--- src/rtl/pipelined_adder_pkg.sv ---
// Shared definitions for the pipelined carry-segmented adder.
// Latency: n/a (constants and elaboration-time helpers only).
// Backpressure: n/a.
// Contents: saturation mode constants, a configuration check and the
// signed max/min pattern helpers used by the saturation mux.
package pipelined_adder_pkg;

    localparam int MODE_WRAP = 0;
    localparam int MODE_SAT  = 1;

    // Widest operand the pattern helpers can describe.
    localparam int MAX_WIDTH = 64;

    // True when the operand splits evenly into one segment per stage.
    function automatic bit width_ok(input int width, input int stages);
        return (stages > 0) && (width > 0) && (width <= MAX_WIDTH)
            && ((width % stages) == 0);
    endfunction

    // 0111..1 for a width-bit two's-complement value, right-aligned.
    function automatic logic [MAX_WIDTH-1:0] signed_max(input int width);
        return (MAX_WIDTH'(1) << (width - 1)) - MAX_WIDTH'(1);
    endfunction

    // 1000..0 for a width-bit two's-complement value, right-aligned.
    function automatic logic [MAX_WIDTH-1:0] signed_min(input int width);
        return MAX_WIDTH'(1) << (width - 1);
    endfunction

endpackage

--- src/rtl/pipelined_adder_segment.sv ---
// One SEG-bit ripple-carry slice built from full-adder cells.
// Latency: purely combinational.
// Backpressure: none; the caller registers around it.
// Ports: a, b, cin in; s (sum), cout (carry out of top bit),
// cmsb (carry into top bit, XORed with cout to form signed overflow).
module adder_segment
    import pipelined_adder_pkg::*;
#(
    parameter int SEG = 4
) (
    input  logic [SEG-1:0] a,
    input  logic [SEG-1:0] b,
    input  logic           cin,
    output logic [SEG-1:0] s,
    output logic           cout,
    output logic           cmsb
);

    logic [SEG:0] c;

    assign c[0] = cin;

    for (genvar i = 0; i < SEG; i++) begin : g_fa
        assign s[i]   = a[i] ^ b[i] ^ c[i];
        assign c[i+1] = (a[i] & b[i]) | (c[i] & (a[i] ^ b[i]));
    end

    assign cout = c[SEG];
    assign cmsb = c[SEG-1];

endmodule

--- src/rtl/pipelined_adder.sv ---
// Pipelined carry-segmented adder: WIDTH-bit a+b+carry_in, one SEG-bit slice per stage.
// Latency: STAGES cycles from the accepting edge to registered outputs.
// Backpressure: one global advance; out_valid && !out_ready freezes every stage and drops in_ready.
// Ports: clk, rst (sync, active-high); in_valid/in_ready with a, b, carry_in;
// out_valid/out_ready with sum (wrapped or saturated), carry_out (raw), overflow.
module pipelined_adder
    import pipelined_adder_pkg::*;
#(
    parameter int WIDTH  = 16,
    parameter int STAGES = 4,
    parameter int SAT    = MODE_WRAP
) (
    input  logic             clk,
    input  logic             rst,
    input  logic             in_valid,
    output logic             in_ready,
    input  logic [WIDTH-1:0] a,
    input  logic [WIDTH-1:0] b,
    input  logic             carry_in,
    output logic             out_valid,
    input  logic             out_ready,
    output logic [WIDTH-1:0] sum,
    output logic             carry_out,
    output logic             overflow
);

    localparam int SEG = WIDTH / STAGES;
    localparam logic [WIDTH-1:0] SUM_MAX = WIDTH'(signed_max(WIDTH));
    localparam logic [WIDTH-1:0] SUM_MIN = WIDTH'(signed_min(WIDTH));

    if (!width_ok(WIDTH, STAGES)) begin : g_cfg_err
        $error("pipelined_adder: WIDTH must be a positive multiple of STAGES");
    end

    logic             adv;
    logic             out_valid_d, out_valid_q;
    logic [WIDTH-1:0] sum_d, sum_q;
    logic             carry_out_d, carry_out_q;
    logic             overflow_d, overflow_q;

    // Single advance signal for the whole pipe: any stall freezes every stage,
    // so slots never collide and ordering is trivially preserved.
    assign adv      = !out_valid_q || out_ready;
    assign in_ready = adv;

    // Stages 0..STAGES-2: each adds its own slice, passes the carry, keeps the
    // finished low bits (de-skew) and the untouched high operand bits (skew).
    for (genvar k = 0; k < STAGES - 1; k++) begin : g_stg
        localparam int LO = (k + 1) * SEG;   // result bits complete after this stage
        localparam int HI = WIDTH - LO;      // operand bits still to be added

        logic [HI+SEG-1:0] src_a, src_b;
        logic              src_cin, src_vld;
        logic [LO-1:0]     res_new;
        logic [SEG-1:0]    seg_s;
        logic              seg_cout, unused_cmsb;

        logic          vld_d, vld_q;
        logic          cy_d, cy_q;
        logic [LO-1:0] res_d, res_q;
        logic [HI-1:0] opa_d, opa_q, opb_d, opb_q;

        if (k == 0) begin : g_src
            assign src_a   = a;
            assign src_b   = b;
            assign src_cin = carry_in;
            assign src_vld = in_valid;
            assign res_new = seg_s;
        end else begin : g_src
            assign src_a   = g_stg[k-1].opa_q;
            assign src_b   = g_stg[k-1].opb_q;
            assign src_cin = g_stg[k-1].cy_q;
            assign src_vld = g_stg[k-1].vld_q;
            assign res_new = {seg_s, g_stg[k-1].res_q};
        end

        adder_segment #(.SEG(SEG)) u_seg (
            .a    (src_a[SEG-1:0]),
            .b    (src_b[SEG-1:0]),
            .cin  (src_cin),
            .s    (seg_s),
            .cout (seg_cout),
            .cmsb (unused_cmsb)
        );

        always_comb begin
            vld_d = vld_q;
            cy_d  = cy_q;
            res_d = res_q;
            opa_d = opa_q;
            opb_d = opb_q;
            if (adv) begin
                vld_d = src_vld;
                // Data only moves with a real operation; bubbles leave it parked.
                if (src_vld) begin
                    cy_d  = seg_cout;
                    res_d = res_new;
                    opa_d = src_a[HI+SEG-1:SEG];
                    opb_d = src_b[HI+SEG-1:SEG];
                end
            end
        end

        always_ff @(posedge clk) begin
            if (rst) begin
                vld_q <= 1'b0;
                cy_q  <= 1'b0;
                res_q <= '0;
                opa_q <= '0;
                opb_q <= '0;
            end else begin
                vld_q <= vld_d;
                cy_q  <= cy_d;
                res_q <= res_d;
                opa_q <= opa_d;
                opb_q <= opb_d;
            end
        end
    end

    // Final slice: adds the top segment, forms overflow, applies saturation.
    logic [SEG-1:0]   fin_a, fin_b, fin_s;
    logic             fin_cin, fin_vld, fin_cout, fin_cmsb, fin_ovf;
    logic [WIDTH-1:0] fin_raw, fin_sum;

    if (STAGES == 1) begin : g_fin
        assign fin_a   = a;
        assign fin_b   = b;
        assign fin_cin = carry_in;
        assign fin_vld = in_valid;
        assign fin_raw = fin_s;
    end else begin : g_fin
        assign fin_a   = g_stg[STAGES-2].opa_q;
        assign fin_b   = g_stg[STAGES-2].opb_q;
        assign fin_cin = g_stg[STAGES-2].cy_q;
        assign fin_vld = g_stg[STAGES-2].vld_q;
        assign fin_raw = {fin_s, g_stg[STAGES-2].res_q};
    end

    adder_segment #(.SEG(SEG)) u_seg_fin (
        .a    (fin_a),
        .b    (fin_b),
        .cin  (fin_cin),
        .s    (fin_s),
        .cout (fin_cout),
        .cmsb (fin_cmsb)
    );

    assign fin_ovf = fin_cout ^ fin_cmsb;

    // On overflow both operands share a sign, so a's MSB picks the clamp direction.
    always_comb begin
        fin_sum = fin_raw;
        if ((SAT == MODE_SAT) && fin_ovf) begin
            fin_sum = fin_a[SEG-1] ? SUM_MIN : SUM_MAX;
        end
    end

    always_comb begin
        out_valid_d = out_valid_q;
        sum_d       = sum_q;
        carry_out_d = carry_out_q;
        overflow_d  = overflow_q;
        if (adv) begin
            out_valid_d = fin_vld;
            if (fin_vld) begin
                sum_d       = fin_sum;
                carry_out_d = fin_cout;
                overflow_d  = fin_ovf;
            end
        end
    end

    always_ff @(posedge clk) begin
        if (rst) begin
            out_valid_q <= 1'b0;
            sum_q       <= '0;
            carry_out_q <= 1'b0;
            overflow_q  <= 1'b0;
        end else begin
            out_valid_q <= out_valid_d;
            sum_q       <= sum_d;
            carry_out_q <= carry_out_d;
            overflow_q  <= overflow_d;
        end
    end

    assign out_valid = out_valid_q;
    assign sum       = sum_q;
    assign carry_out = carry_out_q;
    assign overflow  = overflow_q;

endmodule

--- config.mk ---
export PLATFORM = sky130hd
export DESIGN_NAME = pipelined_adder
export DESIGN_NICKNAME = d
export VERILOG_FILES = /design/src/rtl/pipelined_adder_pkg.sv /design/src/rtl/pipelined_adder_segment.sv /design/src/rtl/pipelined_adder.sv
export SDC_FILE = /design/constraint.sdc
export NUM_CORES = 1
export LEC_CHECK = 0
export CORE_MARGIN = 2
export CORE_UTILIZATION = 55
export DETAILED_ROUTE_END_ITERATION = 7
export GPL_TIMING_DRIVEN = 0
export PLACE_DENSITY_LB_ADDON = 0.08
export SETUP_SLACK_MARGIN = 0.3
export SYNTH_ARGS = -nofsm -noshare
export SYNTH_HDL_FRONTEND = slang
export SYNTH_SLANG_ARGS = --single-unit
export TNS_END_PERCENT = 1
--- constraint.sdc ---
create_clock -name clk -period 4.6 [get_ports clk]
set_input_delay 0.92 -clock clk [delete_from_list [all_inputs] [get_ports clk]]
set_output_delay 0.92 -clock clk [all_outputs]
set_load 0.005 [all_outputs]
==> results of run 1 <==
-- cells by family (layout without fill, tap and decap cells) --
group                    Yosys count  after routing  synth area share
AND/OR/NAND/NOR                  113            113             0.157
XOR/XNOR                           1              1           0.00208
AO/OA/AOI/OAI                    129            129             0.160
adder cells (fa/ha/maj)           16             16            0.0760
multiplexers                      27             27            0.0641
buffers and inverters             71            141            0.0799
flip-flops                        97             97             0.461
-- worst min path at each step --
stage	end	cells past startpoint	slack (ns)
final	g_stg[1].opa_q[3]$_SDFFE_PP0P_	2	0.46
after global routing	g_stg[1].opb_q[4]$_SDFFE_PP0P_	2	0.49
after CTS	sum[6]$_SDFFE_PP0P_	2	0.47
after detailed placement	g_stg[1].opb_q[4]$_SDFFE_PP0P_	2	0.46
after global placement	g_stg[1].opb_q[5]$_SDFFE_PP0P_	2	0.46
after floorplan	sum[10]$_SDFFE_PP0P_	2	0.44
-- final cells by class --
| type | instances | area (sq um) | area share |
|---|---|---|---|
| flip-flops and latches | 97 | 1940 | 0.382 |
| multi-input cells | 286 | 1940 | 0.381 |
| repair buffers | 55 | 551 | 0.108 |
| plain buffers | 38 | 205 | 0.0404 |
| clock buffers | 11 | 141 | 0.0278 |
| inverters | 33 | 131 | 0.0258 |
| well taps | 99 | 124 | 0.0244 |
| clock inverters | 4 | 53.8 | 0.0106 |
-- critical path, stage by stage --
cell and delay, ns:
clkdlybuf4s50_1 0.51, nor2b_4 0.05, buf_6 0.15, inv_8 0.09, buf_6 0.17, buf_6 0.17, clkdlybuf4s50_1 0.52
-- routing by layer --
metal	wire [microns]	vias to the layer above
met2	4190	87
met3	341	12
met5	0	-
li1	-	1673
met1	4120	1522
met4	177	0
-- sequential cells by signal, indices dropped and copies added (netlist names), 2 cells and up --
signal / count
fin_a: 4
g_stg.opa_q: 20
g_stg.res_q: 24
fin_b: 4
sum: 16
g_stg.vld_q: 2
g_stg.cy_q: 2
g_stg.opb_q: 20
-- power breakdown --
| part | switching [mW] | internal [mW] |
|---|---|---|
| logic | 0.0763 | 0.0761 |
| clock network | 0.283 | 0.265 |
| registers | 0.0148 | 0.868 |
| total | 0.375 | 1.21 |
-- per-stage QoR --
step / setup WS [ns] / cell area, sq um / power, mW / hold WS [ns] / utilization
after global routing: 1.06 / 5080 / 1.65 / 0.492 / 0.693
after CTS: 1.10 / 5080 / 1.59 / 0.471 / 0.693
after global placement: 1.13 / 4890 / 1.05 / 0.457 / 0.667
final: 1.09 / 5080 / 1.58 / 0.463 / 0.693
after detailed placement: 1.10 / 4890 / 1.05 / 0.462 / 0.667
after floorplan: 1.96 / 4210 / 0.990 / 0.440 / -
-- cell usage after synthesis --
master / count / area share
nor2_1: 3 / 0.0027
nor2b_4: 1 / 0.0033
mux2i_1: 27 / 0.064
nand4b_1: 7 / 0.015
nand2_2: 1 / 0.0015
nand2_4: 1 / 0.0027
inv_1: 32 / 0.029
nand2b_1: 48 / 0.071
o21ai_0: 54 / 0.064
buf_2: 11 / 0.013
clkbuf_2: 3 / 0.0036
a21oi_1: 63 / 0.075
clkbuf_1: 16 / 0.014
nor2_2: 1 / 0.0015
dfxtp_1: 97 / 0.46
xnor2_1: 1 / 0.0021
nand3_1: 47 / 0.056
buf_1: 2 / 0.0018
a211oi_1: 12 / 0.021
nand2_1: 4 / 0.0036
fa_1: 16 / 0.076
inv_8: 1 / 0.0027
buf_6: 6 / 0.016
==> results.ini, run 1 <==
[job]
cap_viol_max_count=0

[critical_path]
crit_start=out_ready
start_kind=input port
cp-endpoint=in_ready
crit_fanout=10
cp_data_required_time_ns=3.68
path_class=in2out
cp.arrival_ns=2.59
ff2ff_setup_slack_ns=2.39
r2r-end=sum[15]$_SDFFE_PP0P_
endpoint_kind=primary output
reg2reg_depth=8
regToRegStartpoint=fin_a[0]$_SDFFE_PP0P_

[route]
drtAntennaViolNets=0
wire_per_inst_microns=14.2
drt-initial-drc-count=136
dr_total_vias=3294
wl_mm=8.83
drc_errors=0
first_pass_iters=4
vias_per_cell=5.29

[sta]
tightestPinTransition_ns=0.526
slew_viol_final=0
timing.final.hold_violations=0
period_share=0.762
setup_tns_ns=0
fin_skew_ns=0.00568
slew_headroom=0.649
fmax_mhz=285
rsz0062_at_grt=no
setup_violations=0
period_needed_ns=3.51

[floorplan]
die_y_microns=91.5
core_sq_um=7330
fp-row-count=31
fp.dieW_microns=91.5
dieArea_sq_um=8380
initial_utilization=0.575
boundaryPins=57

[global_route]
grt_pass1_vias=3083
met1_usage=0.312
grtUsageTotal=0.224
grt.overflow.total=0
antenna_found_initial=0
met2_usage=0.357
met3_usage=0.0282
grt_pass1_wl_mm=15.0
grt_max_degree=16
grt.busiest_layer=met2

[clock_tree]
cts_buffer_depth=2
cts_resized=0
cts_max_level=3
cts.sinks=97
cts_tree=yes
post_cts_buffers=0
cts_root_buf=clkbuf_8
path_clk_slew_ns=0.09
worstSkewPairLatency_ns=0.35
cts_buffers=9
hold_buffers=0

[synth]
avgSynthCellArea_sq_um=9.28
synthCells=454
ys_seq_area_frac=0.461
synth_fp_nets=507
synth_seq_cells=97
netlist_area_sq_um=4210
synth_warnings=0
synth_cell_types=23

[cells_and_area]
mostFrequentLayoutCells=dfxtp_1 (97), a21oi_1 (63), clkdlybuf4s50_1 (55)
drive_gt1_frac=0.0744
fin_nets=573
layout_commonest_cell=dfxtp_1
diodes=0
nFillCells=619
finalNonFillerCells=623
area_delta_synth_final_pct=20.6

[placement]
detailed_place_hpwl_mm=6.70
dp.cells=608
io_buffers=55
place_congestion=0.877

[power_and_ir_drop]
leakage_nw=1.89
powerDensity_nw_per_um2=311
irDropWorstVdd_mv=0.185

[outcome]
outcome=finished clean

[worst_hold_path]
min_path_type=reg2reg
min-delay-start=g_stg[0].opa_q[7]$_SDFFE_PP0P_

Power figures use the tool's default switching activity.
==> run 2, diff against run 1 <==
- clock period: 4.6 -> 3.6 ns (I/O delays scaled with it)
==> results of run 2 <==
Same layout as run 1 (identical final DEF). Status: finished clean.
Main changes from that run: setup slack after placement 1.10 ns -> 0.504 ns; setup slack after layout 1.09 ns -> 0.494 ns; register-to-register setup slack 2.39 ns -> 1.39 ns; total power 1.58 mW -> 2.02 mW; worst IR drop on VDD 0.185 mV -> 0.237 mV
==> run 3, diff against run 2 <==
==> constraint.sdc (replaced) <==
create_clock -name clk -period 3.6 [get_ports clk]
set_input_delay 1.08 -clock clk [delete_from_list [all_inputs] [get_ports clk]]
set_output_delay 1.08 -clock clk [all_outputs]
set_load 0.005 [all_outputs]
==> run 3 against run 2 <==
Net effect: wire length about the same; clock power about the same; sequential power barely moved; cell area up 0.44%; critical endpoint unchanged; largest cell class unchanged; critical path depth is the same; via count down 0.91%; worst setup slack got worse by 0.11 ns; sequential share of layout area decreased by 0.17 points; worst hold slack improved by 0.0054 ns; die area is the same; clock skew hardly changed.
==> results.ini, run 3 (synthesized netlist as in run 1, its figures left out) <==
[outcome]
outcome=finished clean

[placement]
placed_cell_area_sq_um=4890  ; unchanged
place_congestion=0.877  ; unchanged
detailed_place_hpwl_mm=6.70  ; unchanged
io_buffers=55  ; unchanged
dp.cells=608  ; unchanged

[critical_path]
cp_data_required_time_ns=2.52
path_delay_family=buffers and inverters
cp.arrival_ns=2.14
cp-endpoint=in_ready
endpoint_kind=primary output
path_buf_inv=6  ; unchanged
cp_slowest_cell=dlygate4sd2_1
r2r-end=sum[15]$_SDFFE_PP0P_
path_depth=7  ; unchanged
start_kind=input port
regToRegStartpoint=fin_a[0]$_SDFFE_PP0P_
ff2ff_setup_slack_ns=1.39
crit_fanout=10  ; unchanged
critPathMaxStageDelay_ns=0.26  ; -0.26 ns
path_class=in2out
reg2reg_depth=8  ; unchanged
crit_chain=dlygate4sd2_1 -> nor2b_4 -> buf_8 -> inv_8 -> buf_12 -> buf_8 -> clkdlybuf4s15_1
crit_start=out_ready
crit_top_cell=buf_8

[clock_tree]
cts_buffers=9  ; unchanged
cts_max_level=3  ; unchanged
worstSkewPairLatency_ns=0.35  ; about the same
cts.sinks=97  ; unchanged
cts_buffer_depth=2  ; unchanged
cts_tree=yes
path_clk_slew_ns=0.09  ; about the same
cts_root_buf=clkbuf_8

[route]
wl_mm=8.83  ; about the same
first_pass_iters=4  ; unchanged
wire_per_inst_microns=14.2  ; about the same
dr_total_vias=3264  ; -0.91%
drtAntennaViolNets=0  ; unchanged
vias_per_cell=5.23  ; -1.1%
drt-initial-drc-count=115  ; -15%
drc_errors=0  ; unchanged

[power_and_ir_drop]
p_sw_frac=0.237
p_sw_mw=0.481
clkPwrFrac=0.347  ; about the same
leakage_nw=1.91  ; +0.76%
power.internal_mw=1.54
finalPower_mw=2.02
p_comb_frac=0.096  ; about the same
powerDensity_nw_per_um2=397
sequentialPowerShare=0.557  ; about the same
irDropWorstVdd_mv=0.236

[floorplan]
core_sq_um=7330  ; unchanged
fp.dieW_microns=91.5  ; unchanged
boundaryPins=57  ; unchanged
dieArea_sq_um=8380  ; unchanged
fp-row-count=31  ; unchanged
initial_utilization=0.575  ; unchanged
die_y_microns=91.5  ; unchanged

[cells_and_area]
finalNonFillerCells=624  ; +0.16%
reg_top3=g_stg.res_q (24), g_stg.opa_q (20), g_stg.opb_q (20)
largest_register_ffs=24  ; unchanged
finalCoreUtilization=0.697  ; +0.00307
design_area_sq_um=5110  ; +0.44%
drive_gt1_frac=0.0762  ; +0.00176
fin_nets=574  ; +0.17%
mostFrequentLayoutCells=dfxtp_1 (97), a21oi_1 (63), o21ai_0 (54)
layout_commonest_cell=dfxtp_1
area_delta_synth_final_pct=21.2
diodes=0  ; unchanged
largest-register=g_stg.res_q

[sta]
fin_skew_ns=0.00561  ; -0.0000658 ns
fmax_mhz=311
period_share=0.893
rsz0062_at_grt=no
timing.final.hold_violations=0  ; unchanged
slew_viol_final=0  ; unchanged
setup_violations=0  ; unchanged
slew_headroom=0.645  ; -0.00362
worst_hold_slack_ns=0.469  ; +0.00544 ns
tightestPinTransition_ns=0.532  ; +0.00543 ns
period_needed_ns=3.22

[global_route]
grt_pass1_wl_mm=15.1  ; +0.74%
grt.overflow.total=0  ; unchanged
antenna_found_initial=0  ; unchanged
grt_pass1_vias=3079  ; -0.13%
grt_max_degree=16  ; unchanged
grtUsageTotal=0.226  ; +0.00177

[worst_hold_path]
min_path_type=reg2reg

[job]
cap_viol_max_count=0  ; unchanged

[run 3: cell types whose count changed in the layout (fill, tap and decap cells not counted), sizes merged]
| cell | delta |
|---|---|
| dlygate4sd2 | +1 |
| clkdlybuf4s50 | -2 |
| clkdlybuf4s15 | +1 |
| buf | +1 |
[run 3: final cells by class]
| cell class | instances | area [sq um] |
|---|---|---|
| clock buffer | 11 | 141 |
| multi-input combinational | 286 | 1940 |
| inverter | 33 | 131 |
| clock inverter | 4 | 53.8 |
| fill | 617 | 2220 |
| buffer | 38 | 221 |
| tap | 99 | 124 |
| timing repair buffer | 56 | 557 |
| sequential | 97 | 1940 |
[run 3: what timing repair did]
action                                  4_1_cts  5_1_grt
hold buffers                                  0        0
endpoints found under the setup margin        1        1
resized for setup                             6        1
setup buffers                                 1        0
[run 3: how the worst min path moves through the flow]
stage                                     from                        endpoint  slack [ns]  cells after the start
2_1_floorplan  g_stg[2].res_q[10]$_SDFFE_PP0P_            sum[10]$_SDFFE_PP0P_        0.44                      2
3_3_place_gp    g_stg[0].opb_q[9]$_SDFFE_PP0P_  g_stg[1].opb_q[5]$_SDFFE_PP0P_        0.46                      2
3_5_place_dp    g_stg[0].opb_q[8]$_SDFFE_PP0P_  g_stg[1].opb_q[4]$_SDFFE_PP0P_        0.46                      2
4_1_cts         g_stg[2].res_q[6]$_SDFFE_PP0P_             sum[6]$_SDFFE_PP0P_        0.47                      2
5_1_grt         g_stg[0].opb_q[8]$_SDFFE_PP0P_  g_stg[1].opb_q[4]$_SDFFE_PP0P_        0.49                      2
6_report        g_stg[2].res_q[6]$_SDFFE_PP0P_             sum[6]$_SDFFE_PP0P_        0.47                      2
[run 3: metrics by stage]
step | setup TNS [ns] | setup slack [ns]
global placement | -0.186 | -0.186
CTS | 0 | 0.325
finish | 0 | 0.384
floorplan | 0 | 0.802
global route | 0 | 0.356
detailed placement | -0.216 | -0.216
[run 3: power groups by stage]
| stage | clock network [mW] | logic (mW) | registers [mW] |
|---|---|---|---|
| after detailed placement | 0 | 0.195 | 1.15 |
| after floorplan | 0 | 0.117 | 1.15 |
| after CTS | 0.709 | 0.196 | 1.13 |
| final | 0.702 | 0.195 | 1.13 |
| after global routing | 0.759 | 0.217 | 1.13 |
| after global placement | 0 | 0.190 | 1.15 |
[run 3: routing by layer]
layer	vias to the layer above	part of all wire	global-route usage
met5	-	0	0
met4	0	0.017	0.0859
met3	11	0.050	0.0282
met2	88	0.47	0.358
met1	1492	0.46	0.317
li1	1673	-	-
[run 3: tightest hold or removal path: cells and delay by family, from the launching register on]
kind	cells	cell delay, ns
flops	1	0.32
simple gates	1	0.06
compound gates	1	0.05
